$ cat src/rtl/stream_merger.sv
// stream_merger: round-robin merge of two operand streams (A, B) onto one tagged output bus.
// Define STREAM_MERGER_STATS_EN to add the saturating a_grants/b_grants counters.
module stream_merger #(
    parameter int WIDTH = 4,
    parameter int CNT_W = 8
) (
    input  logic             clk,
    input  logic             rst_n,
    input  logic             a_valid,
    input  logic [WIDTH-1:0] a_data,
    output logic             a_ready,
    input  logic             b_valid,
    input  logic [WIDTH-1:0] b_data,
    output logic             b_ready,
    output logic             out_valid,
    output logic [WIDTH-1:0] out_data,
    output logic             out_select,
    input  logic             out_ready
`ifdef STREAM_MERGER_STATS_EN
    ,
    output logic [CNT_W-1:0] a_grants,
    output logic [CNT_W-1:0] b_grants
`endif
);

    logic             a_full_p0;
    logic             b_full_p0;
    logic [WIDTH-1:0] a_hold_p0;
    logic [WIDTH-1:0] b_hold_p0;
    logic             last_a;
    logic             load;
    logic             grant_a;
    logic             grant_b;

    assign a_ready = ~a_full_p0;
    assign b_ready = ~b_full_p0;
    assign load    = ~out_valid | out_ready;

    // last_a resets to 0 (B last), so A wins the first tie.
    assign grant_a = load & a_full_p0 & (~b_full_p0 | ~last_a);
    assign grant_b = load & b_full_p0 & (~a_full_p0 | last_a);

    // Stage p0: input holding registers
    always_ff @(posedge clk) begin
        if (a_valid & a_ready) a_hold_p0 <= a_data;
        if (b_valid & b_ready) b_hold_p0 <= b_data;
    end

    always_ff @(posedge clk or negedge rst_n) begin
        if (!rst_n) begin
            a_full_p0 <= 1'b0;
            b_full_p0 <= 1'b0;
        end else begin
            if (a_valid & a_ready)  a_full_p0 <= 1'b1;
            else if (grant_a)       a_full_p0 <= 1'b0;
            if (b_valid & b_ready)  b_full_p0 <= 1'b1;
            else if (grant_b)       b_full_p0 <= 1'b0;
        end
    end

    // Stage p1: output register and arbitration history
    always_ff @(posedge clk or negedge rst_n) begin
        if (!rst_n) begin
            out_valid  <= 1'b0;
            out_data   <= '0;
            out_select <= 1'b0;
            last_a     <= 1'b0;
        end else if (load) begin
            out_valid <= grant_a | grant_b;
            if (grant_a) begin
                out_data   <= a_hold_p0;
                out_select <= 1'b1;
                last_a     <= 1'b1;
            end else if (grant_b) begin
                out_data   <= b_hold_p0;
                out_select <= 1'b0;
                last_a     <= 1'b0;
            end
        end
    end

`ifdef STREAM_MERGER_STATS_EN
    function automatic logic [CNT_W-1:0] sat_inc(input logic [CNT_W-1:0] v);
        return (&v) ? v : v + CNT_W'(1);
    endfunction

    always_ff @(posedge clk or negedge rst_n) begin
        if (!rst_n) begin
            a_grants <= '0;
            b_grants <= '0;
        end else begin
            if (grant_a) a_grants <= sat_inc(a_grants);
            if (grant_b) b_grants <= sat_inc(b_grants);
        end
    end
`endif

endmodule
$ cat config.mk
export PLATFORM = sky130hd
export DESIGN_NAME = stream_merger
export DESIGN_NICKNAME = d
export VERILOG_FILES = /design/src/rtl/stream_merger.sv
export SDC_FILE = /design/constraint.sdc
export NUM_CORES = 1
export LEC_CHECK = 0
export ABC_CLOCK_PERIOD_IN_PS = 1600
export CAP_MARGIN = 20
export CORE_AREA = 3 3 42 44
export CTS_BUF_LIST = sky130_fd_sc_hd__clkbuf_4
export CTS_CLUSTER_SIZE = 8
export DETAILED_ROUTE_END_ITERATION = 8
export DIE_AREA = 0 0 45 47
export PLACE_DENSITY = 0.75
export SLEW_MARGIN = 15
export SYNTH_ARGS = -nofsm -noshare
export SYNTH_HDL_FRONTEND = slang
export SYNTH_SLANG_ARGS = --single-unit
$ cat constraint.sdc
create_clock -name clk -period 1.6 [get_ports clk]
set_input_delay 0.4 -clock clk [delete_from_list [all_inputs] [get_ports clk]]
set_output_delay 0.4 -clock clk [all_outputs]
set_load 0.1 [all_outputs]
* After elaboration in Yosys (flattened, before gate mapping) *
Index checks and enable logic that the tools add are counted.

storage, ports and cells
  register bits = 16
  bits in latches = 0
  memory bits (writable) = 0
  ROM bits = 0
  input port bits = 13
  output and inout bits = 8
  logic and storage cells = 32
  memories = 0

operators by class
  add/subtract/negate cells = 0
  $mul = 0
  div/mod/pow operators = 0
  magnitude comparators = 0
  equality and inequality tests = 0
  shift operators = 0
  multiplexer cells = 7
  bitwise gates (word level) = 14
  reductions and logical operators = 4

operator list
  cell                number
  $mux W4             2
  $and A1 B1 Y1       6
  $reduce_bool A2 Y1  3
  $mux W1             5
  $not A1 Y1          4
  $or A1 B1 Y1        4
  $reduce_and A2 Y1   1

* Longest topological paths before layout *
Gate-level depths: netlist (run 1).

  depth after elaboration = 6
  mapped depth = 4

* Worst setup path before layout (run 1) *
Ideal clock, no wire load.

  path type = register to register
  start point = register a_full_p0
  end point = register b_full_p0
  arrival time = 1446 ps
  data required time = 1481 ps
  slack = 35 ps
  cell stages (with the launch flop) = 4
  clock period less this slack = 1565 ps
  path through = dfrtp_1 > inv_1 > o21ai_0 > a21o_2

on the way
  cells in the longest elaborated chain, start to end = 4

ends and longest elaborated chain
  item                                 RTL line  RTL
  from (decl)                          26        logic a_full_p0;
  from (signal assigned)               51        a_full_p0 <= 1'b0;
  from (signal assigned)               54        if (a_valid & a_ready) a_full_p0 <= 1'b1;
  from (signal assigned)               55        else if (grant_a) a_full_p0 <= 1'b0;
  $not A1 Y1                           -
  net a_ready                          11        output logic a_ready,
  $or A1 B1 Y1                         41        assign grant_b = load & b_full_p0 & (~a_full_p0 | last_a);
  $and A1 B1 Y1                        41
  $reduce_bool A2 Y1 (no source line)  -
  to (signal assigned)                 52        b_full_p0 <= 1'b0;
  to (signal assigned)                 56        if (b_valid & b_ready) b_full_p0 <= 1'b1;
  to (signal assigned)                 57        else if (grant_b) b_full_p0 <= 1'b0;
  to (decl)                            27        logic b_full_p0;

The timed path passes the listed nets, and every way through them passes these cells.
A chain may end at the register's enable or synchronous reset.

* Worst setup path in the final report (run 1) *
  start point = register b_full_p0
  end point = output port b_ready

on the way
  cells in the longest elaborated chain, start to end = 1

ends and longest elaborated chain
  item        RTL line  RTL
  $not A1 Y1  36        assign b_ready = ~b_full_p0;
  to (decl)   14        output logic b_ready,

Every way passes these cells.

==> flow_summary_export.csv, run 1 <==
group,metric,value,unit
run_status,status,"completed",
clock_network,clk_root_buffer_cell,"sky130_fd_sc_hd__clkbuf_4",
setup_path,critPathSlowestCell,"sky130_fd_sc_hd__dfrtp_1",
global_routing,global_route_wire_length_before_repair,1810,um
clock_network,cts-htree-levels,1,
setup_path,cp_data_arrival_time,1.08,ns
global_routing,grt_util_met3,2.68,%
die,io_pins,21,
global_routing,grt_start_max_net_pins,10,
yosys,async_reset_ff_share,50.0,%
setup_path,critical_path.top_delay_family,"flip-flops",
route,wirelength,1110,um
die,die_height,47,um
global_routing,first_global_vias,403,
yosys,synthesis.yosys.warnings,0,
clock_network,post_cts_resized,0,
global_routing,initial_antenna_violation_count,0,
placed_design,numPlacedInstances,81,
yosys,synth_area_leader_cell,"sky130_fd_sc_hd__edfxtp_1",
yosys,postSynthAreaPerCell,14.3,sq um
die,floorplan.die_area,2120,sq um
global_routing,grt_remaining_overflow,0,
die,starting_density_of_the_core,42.7,%
setup_path,reg2regPathDepth,3,
yosys,synth_most_common_cell,"sky130_fd_sc_hd__a21oi_1",
finish,fraction_of_layout_cells_with_a_size_suffix_above_1,27.5,%
finish,final_design_area_no_fill,968,sq um
yosys,ys_top_cells_by_count,"10 x sky130_fd_sc_hd__a21oi_1, 8 x sky130_fd_sc_hd__dfrtp_1, 8 x sky130_fd_sc_hd__edfxtp_1",
setup_path,worst-endpoint-required,1.20,ns
timing,rsz_0062_raised_after_global_routing,"no",
timing,max_slew.worst_pin.slew,0.387,ns
clock_network,post_cts.repair.setup_buffers,0,
placed_design,portBuffers,20,
global_routing,grt_util_met2,18.9,%
setup_path,setup.worst_path.class,"reg2out",
clock_network,ctsLongestPathBuffers,2,
timing,worst_slew_margin_rel,74.1,%
timing,max_freq,0.674,GHz
route,drt-pass1-iter-count,3,
route,vias,422,
yosys,ys_top_cells_by_area,"sky130_fd_sc_hd__edfxtp_1 38%, sky130_fd_sc_hd__dfrtp_1 32%, sky130_fd_sc_hd__a21oi_1 8.0%, sky130_fd_sc_hd__mux2i_1 6.4%, sky130_fd_sc_hd__a21boi_4 3.0%",
route,first_iter_violations,8,
job,timing.max_cap.violations,0,
clock_network,hold_buffers,0,
route,drcViolationCount,0,
yosys,synth-seq-cells,16,
die,fp-row-count,14,
finish,syn2layout_area_growth,54.2,%
yosys,synthFlopType,"sky130_fd_sc_hd__edfxtp_1",
yosys,post_synth_edffs,8,
timing,whs,0.397,ns
placed_design,place.detailed.hpwl,887,um
finish,finalNonFillerCells,85,
finish,final_net_count,83,
yosys,synth.top_cell.area_share,38.2,%
timing,finClkSkew,0.00300,ns
clock_network,clk_pin_slew_worst_paths,0.09,ns
placed_design,place_congestion,0.610,
setup_path,rr_startpoint,"b_full_p0$_DFFE_PN0P_",
route,drt-vias-per-instance,4.96,
global_routing,gr-max-usage-layer,"met2",
clock_network,clock_sinks,16,
clock_network,cts_tree,"yes",
setup_path,timing.critical_path.slowest_cell_delay,0.47,ns
die,horizontal_die_dimension,45,um
timing,setup_tns,0,ns
die,coreArea,1470,sq um
setup_path,setup.worst_path.end_class,"output pin",
setup_path,cp_max_fo,6,
timing,hold_violations,0,
route,antenna_left,0,
timing,final_period_minus_worst_setup_slack,1.48,ns
finish,filler_cell_count,120,
yosys,mappedNetlistArea,628,sq um
finish,antennaDiodeCount,0,
setup_path,worst_setup_path_start_kind,"register",
setup_path,timing.critical_path.cells,"inv_1 > buf_12",
clock_network,clock_insertion_delay_worst_skew,0.28,ns
setup_path,regToRegSetupSlack,0.39,ns
global_routing,globalRouteTotalUtil,12.6,%
yosys,synth_seq_area_share,70.1,%
timing,timing.final.max_slew_violations,0,
yosys,postSynthNetCount,57,
timing,finalCritPeriodShare,92.8,%
route,routed_wire_length_per_instance,13.1,um
setup_path,worst-path-buf-inv,2,
yosys,netlist-cell-type-count,17,
global_routing,grt_util_met1,15.6,%
yosys,synth_cells,44,
timing,setup_viol_count_final,0,
hold_path,min_delay_path_class,"in2async",
clock_network,numCtsBuffers,3,
placed_design,post_dp_cell_area,938,sq um
setup_path,regToRegEndpoint,"out_data[2]$_DFFE_PN0P_",
## registers in the layout, summed over array words and instances, names as in the netlist
name	cells
b_full_p0	1
out_valid	1
b_hold_p0	4
out_data	4
a_hold_p0	4
a_full_p0	1
out_select	1
## worst max path at each step
stage	slack [ns]	start	depth (start not counted)	endpoint
finish	0.12	b_full_p0$_DFFE_PN0P_	2	b_ready
global route	0.07	a_full_p0$_DFFE_PN0P_	2	a_ready
CTS	0.11	b_full_p0$_DFFE_PN0P_	2	b_ready
detailed placement	0.13	out_ready	5	out_select$_DFFE_PN0P_
global placement	0.15	out_ready	5	out_select$_DFFE_PN0P_
floorplan	0.04	a_full_p0$_DFFE_PN0P_	3	b_full_p0$_DFFE_PN0P_
## kinds of logic after synthesis
family,share of synthesized area [%]
and+or+nand+nor,7.37
AOI/OAI and AO/OA,14.1
buffers and inverters,1.99
DFF,70.1
muxes,6.37
## cells in the final DEF, fill, tap and decap left out
cell type,count
sky130_fd_sc_hd__clkdlybuf4s50_1,12
sky130_fd_sc_hd__a21oi_1,10
sky130_fd_sc_hd__dfrtp_1,8
sky130_fd_sc_hd__edfxtp_1,8
sky130_fd_sc_hd__buf_12,8
sky130_fd_sc_hd__mux2i_1,4
sky130_fd_sc_hd__clkbuf_4,4
sky130_fd_sc_hd__inv_1,2
sky130_fd_sc_hd__buf_4,2
sky130_fd_sc_hd__and2b_1,1
sky130_fd_sc_hd__and2b_2,1
sky130_fd_sc_hd__a21boi_4,1
sky130_fd_sc_hd__nand2b_1,1
sky130_fd_sc_hd__nor2_1,1
sky130_fd_sc_hd__o21ai_0,1
sky130_fd_sc_hd__a21o_2,1
sky130_fd_sc_hd__nand3_1,1
sky130_fd_sc_hd__or2_2,1
sky130_fd_sc_hd__and2_4,1
sky130_fd_sc_hd__a31oi_1,1
## layer usage
layer / wire [um] / vias up
li1: - / 210
met3: 65 / 2
met4: 22 / 0
met5: 0 / -
met2: 545 / 17
met1: 477 / 193
## area by class of cell
class | instances | area (sq um) | area share [%]
flip-flops and latches | 16 | 440 | 45.5
well taps | 16 | 20.0 | 2.07
multi-input cells | 25 | 175 | 18.1
repair buffers | 22 | 295 | 30.5
clock buffers | 4 | 30.0 | 3.10
inverters | 2 | 7.51 | 0.775
## through the flow
stage | setup WS (ns) | util, %
2_1_floorplan | 0.0353 | -
3_3_place_gp | 0.149 | 63.8
3_5_place_dp | 0.127 | 63.8
4_1_cts | 0.107 | 65.8
5_1_grt | 0.0663 | 65.8
6_report | 0.115 | 65.8
Power of run 1 is left out: the tool's default activity adds up to more than one toggle a clock period on the data nets, which glitch-free logic cannot reach.
==> run 2, diff against run 1 <==
Settings changed: CORE_AREA 3 3 42 44 to 2 2 42 44, CTS_BUF_LIST sky130_fd_sc_hd__clkbuf_4 to not set, DIE_AREA 0 0 45 47 to 0 0 44 46, PLACE_DENSITY 0.75 to 0.72.
==> flow_summary_export.csv, run 2 (same netlist as run 1, synthesis figures left out) <==
group,metric,value,unit
run_status,status,"completed",
placed_design,place_congestion,0.837,
timing,finClkSkew,0.000491,ns
placed_design,place.detailed.hpwl,857,um
route,drcViolationCount,0,
setup_path,cp_max_fo,6,
route,wirelength,1130,um
global_routing,gr-max-usage-layer,"met2",
setup_path,regToRegSetupSlack,0.42,ns
clock_network,cts-htree-levels,1,
global_routing,grt_util_met1,15.4,%
setup_path,worst-path-buf-inv,2,
finish,layout_top_registers,"a_hold_p0 (4), b_hold_p0 (4), out_data (4)",
timing,setup_viol_count_final,0,
clock_network,hold_buffers,0,
setup_path,worst-endpoint-required,1.20,ns
clock_network,ctsLongestPathBuffers,2,
setup_path,timing.critical_path.cells,"inv_1 > buf_12",
clock_network,post_cts.repair.setup_buffers,0,
global_routing,globalRouteTotalUtil,12.9,%
global_routing,initial_antenna_violation_count,0,
route,first_iter_violations,11,
route,routed_wire_length_per_instance,13.3,um
setup_path,critical_path.top_delay_family,"flip-flops",
route,vias,443,
clock_network,clock_insertion_delay_worst_skew,0.29,ns
setup_path,timing.critical_path.slowest_cell_delay,0.46,ns
timing,max_slew.worst_pin.slew,0.360,ns
setup_path,regToRegEndpoint,"out_data[0]$_DFFE_PN0P_",
timing,timing.final.max_slew_violations,0,
timing,max_freq,0.676,GHz
setup_path,cp_data_arrival_time,1.08,ns
die,fp-row-count,15,
die,starting_density_of_the_core,38.9,%
global_routing,grt_util_met2,18.2,%
die,horizontal_die_dimension,44,um
clock_network,clk_pin_slew_worst_paths,0.09,ns
hold_path,min_delay_path_class,"in2async",
finish,layout_commonest_cell,"sky130_fd_sc_hd__clkdlybuf4s50_1",
finish,fraction_of_layout_cells_with_a_size_suffix_above_1,25.0,%
placed_design,portBuffers,20,
setup_path,setup.worst_path.end_class,"output pin",
global_routing,first_global_vias,384,
global_routing,grt_util_met3,3.57,%
timing,setup_tns,0,ns
clock_network,clk_root_buffer_cell,"sky130_fd_sc_hd__clkbuf_4",
clock_network,numCtsBuffers,3,
placed_design,post_dp_cell_area,932,sq um
setup_path,reg2regPathDepth,3,
finish,antennaDiodeCount,0,
global_routing,grt_start_max_net_pins,10,
timing,rsz_0062_raised_after_global_routing,"no",
timing,worst_slew_margin_rel,75.9,%
timing,finalCritPeriodShare,92.4,%
route,antenna_left,0,
setup_path,critPathSlowestCell,"sky130_fd_sc_hd__dfrtp_1",
timing,final_period_minus_worst_setup_slack,1.48,ns
clock_network,post_cts_resized,0,
die,die_height,46,um
timing,hold_violations,0,
die,coreArea,1610,sq um
route,drt-vias-per-instance,5.21,
setup_path,setup.worst_path.class,"reg2out",
finish,final_net_count,82,
finish,filler_cell_count,139,
global_routing,global_route_wire_length_before_repair,1720,um
setup_path,worst_setup_path_start_kind,"register",
finish,syn2layout_area_growth,52.6,%
route,drt-pass1-iter-count,4,
die,floorplan.die_area,2020,sq um
global_routing,grt_remaining_overflow,0,
clock_network,clock_sinks,16,
finish,final_cell_mix,"12 x sky130_fd_sc_hd__clkdlybuf4s50_1, 10 x sky130_fd_sc_hd__a21oi_1, 8 x sky130_fd_sc_hd__dfrtp_1, 8 x sky130_fd_sc_hd__edfxtp_1, 8 x sky130_fd_sc_hd__buf_12",
job,timing.max_cap.violations,0,
die,io_pins,21,
finish,final_design_area_no_fill,958,sq um
clock_network,cts_tree,"yes",
setup_path,rr_startpoint,"out_select$_DFFE_PN0P_",
-- run 2: cell count changes in the layout (fill, tap and decap cells not counted) --
cell / previous run / this run
sky130_fd_sc_hd__buf_4: 2 / 1
sky130_fd_sc_hd__clkbuf_1: 0 / 1
sky130_fd_sc_hd__clkbuf_4: 4 / 3
-- run 2: stage by stage --
| stage | util, % | instances | hold slack (ns) | setup WS, ns |
|---|---|---|---|---|
| after floorplan | - | 44 | 0.104 | 0.0353 |
| after global placement | 57.8 | 81 | 0.526 | 0.125 |
| after detailed placement | 57.8 | 81 | 0.543 | 0.112 |
| after CTS | 59.4 | 85 | 0.382 | 0.118 |
| after global routing | 59.4 | 85 | 0.388 | 0.0525 |
| final | 59.4 | 85 | 0.379 | 0.121 |
-- run 2: routing by layer --
layer	up-vias	share of wire, %	routed length (um)
met3	4	5.8	65
met1	213	44	492
li1	207	-	-
met5	-	0	0
met2	19	47	528
met4	0	3.7	42
-- run 2: cell type report --
| class | instances | area [sq um] | area share [%] |
|---|---|---|---|
| multi-input cells | 25 | 175 | 18.3 |
| clock buffers | 4 | 26.3 | 2.74 |
| well taps | 17 | 21.3 | 2.22 |
| repair buffers | 21 | 288 | 30.0 |
| inverters | 2 | 7.51 | 0.783 |
| flip-flops and latches | 16 | 440 | 46.0 |
-- run 2: worst max-delay path by stage --
stage | from | endpoint | slack, ns | cells after the start
floorplan | a_full_p0$_DFFE_PN0P_ | b_full_p0$_DFFE_PN0P_ | 0.04 | 3
global placement | out_ready | out_select$_DFFE_PN0P_ | 0.12 | 5
detailed placement | out_ready | out_select$_DFFE_PN0P_ | 0.11 | 5
CTS | b_full_p0$_DFFE_PN0P_ | b_ready | 0.12 | 2
global route | b_full_p0$_DFFE_PN0P_ | b_ready | 0.05 | 2
finish | b_full_p0$_DFFE_PN0P_ | b_ready | 0.12 | 2
Power of run 2 is left out for the same reason.
==> run 3, diff against run 2 <==
Settings changed: CTS_CLUSTER_DIAMETER set to 60.
==> results of run 3 <==
No change in the layout: final DEF, timing and power equal those of run 2.
Power of run 3 is left out for the same reason.
